[src/rtl/status_drain_pkg.sv]
// status_drain_pkg: exception code constants, drain FSM states and code classification.
package status_drain_pkg;
   localparam logic [31:0] ADD_OVF    = 32'd1;
   localparam logic [31:0] ADDI_OVF   = 32'd2;
   localparam logic [31:0] SUB_OVF    = 32'd3;
   localparam logic [31:0] MUL_EXC    = 32'd4;
   localparam logic [31:0] DIV_EXC    = 32'd5;
   localparam logic [31:0] STATUS_MAX = DIV_EXC;
   localparam int RSTATUS_REG_DEF     = 30;

   typedef enum logic {IDLE, READ} drain_state_t;
   typedef enum logic [1:0] {CODE_ZERO, CODE_OK, CODE_BAD} code_class_t;

   function automatic code_class_t code_class(input logic [31:0] c);
      return (c == '0) ? CODE_ZERO : (c <= STATUS_MAX) ? CODE_OK : CODE_BAD;
   endfunction
endpackage

[src/rtl/status_drain_fifo.sv]
// status_fifo: small circular FIFO holding exception codes awaiting a free regfile write slot.
module status_fifo
   import status_drain_pkg::*;
#(
   parameter int DEPTH = 2,
   parameter int W = 32,
   localparam int AW = $clog2(DEPTH),
   localparam int CW = AW + 1
) (
   input  logic          clk,
   input  logic          clr,
   input  logic          i_push,
   input  logic          i_pop,
   input  logic [W-1:0]  i_data,
   output logic [W-1:0]  o_data,
   output logic          o_full,
   output logic          o_empty,
   output logic [CW-1:0] o_count
);
   logic [W-1:0]  r_mem [DEPTH];
   logic [AW-1:0] r_wr;
   logic [AW-1:0] r_rd;
   logic [CW-1:0] r_count;
   always_ff @(posedge clk) begin
      if (i_push) r_mem[r_wr] <= i_data;
   end
   // Depth is a power of two, so pointer overflow is the wrap.
   always_ff @(posedge clk or posedge clr) begin
      if (clr) begin
         r_wr    <= '0;
         r_rd    <= '0;
         r_count <= '0;
      end else begin
         if (i_push) r_wr <= r_wr + AW'(1);
         if (i_pop) r_rd <= r_rd + AW'(1);
         r_count <= r_count + CW'(i_push) - CW'(i_pop);
      end
   end
   assign o_data  = r_mem[r_rd];
   assign o_full  = r_count == CW'(DEPTH);
   assign o_empty = r_count == '0;
   assign o_count = r_count;
endmodule

[src/rtl/status_drain.sv]
// status_drain: reads exception codes from the status latch and drains them into $rstatus
// whenever the regfile write port is not taken by normal writeback.
module status_drain
   import status_drain_pkg::*;
#(
   parameter int FIFO_DEPTH = 2,
   parameter int RSTATUS_REG = RSTATUS_REG_DEF
) (
   input  logic        clk,
   input  logic        clr,
   input  logic        status_valid,
   input  logic [31:0] status_bus,
   output logic        status_r_en,
   input  logic        wb_busy,
   output logic        rstatus_we,
   output logic [4:0]  rstatus_addr,
   output logic [31:0] rstatus_data,
   output logic        pending,
   output logic        drop_err,
   output logic        bad_code
);
   localparam int CW = $clog2(FIFO_DEPTH) + 1;
   drain_state_t  r_state;
   logic          r_ren;
   logic          r_drop;
   logic          r_bad;
   logic          w_rd;
   logic          w_ok;
   logic          w_pop;
   logic          w_push;
   logic          w_full;
   logic          w_empty;
   logic [31:0]   w_head;
   logic [CW-1:0] w_count;
   code_class_t   w_class;
   // The bus floats outside READ, so every use of it is qualified by w_rd.
   always_comb begin
      w_rd    = r_state == READ;
      w_class = code_class(status_bus);
      w_ok    = w_rd && w_class == CODE_OK;
      w_pop   = !w_empty && !wb_busy;
      w_push  = w_ok && (!w_full || w_pop);
   end
   always_ff @(posedge clk or posedge clr) begin
      if (clr) begin
         r_state <= IDLE;
         r_ren   <= 1'b0;
         r_drop  <= 1'b0;
         r_bad   <= 1'b0;
      end else begin
         r_state <= status_valid ? READ : IDLE;
         r_ren   <= status_valid;
         if (w_ok && w_full && !w_pop) r_drop <= 1'b1;
         if (w_rd && w_class == CODE_BAD) r_bad <= 1'b1;
      end
   end
   status_fifo #(.DEPTH(FIFO_DEPTH), .W(32)) u_fifo (
      .clk     (clk),
      .clr     (clr),
      .i_push  (w_push),
      .i_pop   (w_pop),
      .i_data  (status_bus),
      .o_data  (w_head),
      .o_full  (w_full),
      .o_empty (w_empty),
      .o_count (w_count)
   );
   assign status_r_en  = r_ren;
   assign rstatus_we   = w_pop;
   assign rstatus_addr = 5'(RSTATUS_REG);
   assign rstatus_data = w_pop ? w_head : '0;
   assign pending      = w_count != '0;
   assign drop_err     = r_drop;
   assign bad_code     = r_bad;
endmodule

[config.mk]
export PLATFORM = sky130hd
export DESIGN_NAME = status_drain
export DESIGN_NICKNAME = d
export VERILOG_FILES = /design/src/rtl/status_drain_pkg.sv /design/src/rtl/status_drain_fifo.sv /design/src/rtl/status_drain.sv
export SDC_FILE = /design/constraint.sdc
export NUM_CORES = 1
export LEC_CHECK = 0
export ABC_AREA = 1
export CAP_MARGIN = 40
export CORE_MARGIN = 1.5
export CORE_UTILIZATION = 40
export CTS_CLUSTER_SIZE = 30
export DETAILED_ROUTE_END_ITERATION = 8
export GPL_TIMING_DRIVEN = 1
export PLACE_DENSITY = 0.77
export SYNTH_ARGS = -nofsm -noshare
export SYNTH_HDL_FRONTEND = slang
export SYNTH_SLANG_ARGS = --single-unit
[constraint.sdc]
create_clock -name clk -period 2.4 [get_ports clk]
set_input_delay 0.24 -clock clk [delete_from_list [all_inputs] [get_ports clk]]
set_output_delay 0.24 -clock clk [all_outputs]
set_load 0.02 [all_outputs]
==> impl_results.md <==
* Outcome: completed
* CTS H-tree lvls at 3
* Setup Crit Path Kind: reg2out
* Hpwl dp at 4.620 mm
* Fillcell total at between 600 and 700
* DIE AREA at ~8600 um^2
* ANT cells at 0
* Layout Cells excl Fill at roughly 530
* DR WL/cell at approximately 12 um
* Die Ht at 92.92 um
* Core Area at a little under 8000 um^2
* Setup violators final at 0
* First-pass GRT wire length at 10.71 mm
* CTS tree: yes
* Share of post-route cells with drive strength above 1 at 0.09670
* Worst reg-to-reg setup slack at between 0.7 and 0.8 ns
* Pwr/cell area at about 920 nW/um^2
* Final estimated routing congestion in global placement at 0.8295
* WL final at roughly 6.4 mm
* Grt ovf at 0
* CP required at about 2.2 ns
* Top delay family on crit path: buffers and inverters
* Max Clock Freq at around 0.44 GHz
* Cells after DPL at 510
* Peak supply drop at ~0.00053 V
* Leakage power total at slightly below 2 nW
* Io pins at 78
* CTS buffer count at 9
* Final Cycle Share at 0.9405
* Row Count at 32
* Synth-to-Final Area Change at 36.56%
* Via count at approximately 2300
* CP peak stage delay at 0.61 ns
* Synth warn at 0
* Clock skew at approximately 0.0092 ns
* Syn Area/Cell at about 9.5 um^2
* Yosys reg bits at slightly above 70
* Initial antenna violation count at 0
* Worst endpoint data arrival time at a little over 2 ns
* CTS Root Cell: clkbuf_8
* Commonest non-fill, non-tap cell in the layout: nand2_1
* CP Launch Type: flop
* Die width at ~93 um
* Crit path top cell by count: nand2_1
* I/O Buffers at ~70
* Cell Chain, Critical Path: inv_2, buf_12, nand2_1, nand2_1, nand2_1, inv_1, clkdlybuf4s50_1
* Post-Synthesis Cells at 340
* Slew Limit Fails at 0
* Hold violation count in the final report at 0
* Critical path buffers and inverters at 4
* Initial core utilization at 0.4164
* CTS Sinks at ~70
* Largest net degree at the start of global routing at 38
* Hold Path Class: in2async
* Clock latency on the worst-skew pair at around 0.34 ns
* Commonest cells after routing, fill and taps aside: nand2_1, clkdlybuf4s50_1, edfxtp_1
* Max Cap Viol at 0
* Sequential element share of the synthesized area at 0.6484
* Final #Nets at 456
* Crit path max fanout at 28
* Total iterations of the first detailed-routing run at 4
* Routed Antenna Nets at 0
* Mapped cell area at roughly 3200 um^2
* DRC Markers at 0
* Hold_ws at roughly 0.18 ns
* Synth cell types at 23
* Pwr Total at 4.073 mW
* Gr usage total at 0.1644
* 1st-iter DRT viols at 73
* Number of global-route vias before repair at about 2300
* Fin crit period at around 2.3 ns
* RSZ-0062 raised after global routing: no
* Crit-path slowest cell: clkdlybuf4s50_1
* Clk buf depth at 2
* Clk pin slew, worst setup/hold paths at approximately 0.080 ns
* Vias per inst at 4.454
* Crit end category: output pin
## synthesized netlist by cell type
library cell	count	share of area
dfrtp_1	7	0.054
nand4_1	3	0.0058
buf_2	6	0.0093
buf_4	5	0.012
and2_1	2	0.0039
inv_1	49	0.057
a21oi_1	1	0.0015
ha_1	1	0.0039
a21oi_4	1	0.0050
edfxtp_1	64	0.59
nor2_4	1	0.0035
xor2_1	2	0.0054
nand3_2	3	0.0093
clkbuf_1	4	0.0046
o21bai_1	2	0.0046
nand3b_1	1	0.0023
nand2_1	150	0.17
nor2_1	22	0.026
conb_1	2	0.0023
inv_2	4	0.0046
nand3_1	5	0.0077
nand2_2	1	0.0019
nor2_2	4	0.0077
## metrics by stage
step	setup TNS [ns]	cell area, um^2	worst slack, ns	util
5_1_grt	0	4417	0.01947	0.5686
3_3_place_gp	0	4136	0.1625	0.5325
2_1_floorplan	-17.31	3246	-0.2704	-
6_report	0	4417	0.1429	0.5686
4_1_cts	0	4415	0.07389	0.5685
3_5_place_dp	0	4136	0.08251	0.5325
## state kept, by name, summed over array words and instances, names as in the netlist
| register | flops |
|---|---|
| status_r_en | 1 |
| u_fifo.o_count | 2 |
| bad_code | 1 |
| u_fifo.r_wr | 1 |
| u_fifo.r_mem | 64 |
| u_fifo.r_rd | 1 |
| drop_err | 1 |
## power breakdown
| part | internal (mW) | switching (mW) |
|---|---|---|
| registers | 1.38 | 0.0431 |
| logic | 0.582 | 0.783 |
| clock network | 0.853 | 0.437 |
| total | 2.81 | 1.26 |
## cell families after synthesis
group / share of synthesized area
and+or+nand+nor: 0.2418
DFF: 0.6484
buffers and inverters: 0.08704
AOI/OAI and AO/OA: 0.01122
xor gates and xnor gates: 0.005417
other: 0.002322
adders and majority gates: 0.003868
## routing by layer
| layer | vias up | part of all wire | global-route usage | routed length [um] |
|---|---|---|---|---|
| li1 | 1197 | - | - | - |
| met1 | 1066 | 0.43 | 0.2061 | 2764 |
| met2 | 67 | 0.50 | 0.2737 | 3228 |
| met3 | 13 | 0.052 | 0.03366 | 332 |
| met4 | 0 | 0.017 | 0.07323 | 108 |
| met5 | - | 0 | 0 | 0 |
## cell type report
class / instances / area (um^2) / share of cell area
tap: 102 / 127.6 / 0.02890
clock inverter: 5 / 127.6 / 0.02890
inverter: 53 / 198.9 / 0.04504
sequential: 71 / 2098 / 0.4751
timing repair buffer: 80 / 830.8 / 0.1881
clock buffer: 11 / 151.4 / 0.03428
multi-input combinational: 204 / 882.1 / 0.1997
## path summary, 6_finish.rpt
path                                             startpoint  cells after the start                           to
worst max-delay path                u_fifo.r_rd$_DFFE_PP0P_                      7             rstatus_data[24]
worst min-delay path                                    clr                      2      u_fifo.r_wr$_DFFE_PP0P_
worst max register to register  u_fifo.o_count[0]$_DFF_PP0_                     10  u_fifo.o_count[1]$_DFF_PP0_
worst min register to register         drop_err$_DFFE_PP0P_                      1         drop_err$_DFFE_PP0P_
max in group asynchronous                               clr                      2      u_fifo.r_rd$_DFFE_PP0P_
min in group clk                               status_valid                      1        status_r_en$_DFF_PP0_
## timing repair
action	4_1_cts	5_1_grt
resized for setup	0	1
setup endpoints to repair	0	20
hold buffers	0	0
setup buffers	0	0
No activity file was read; power rests on OpenSTA's default activity.
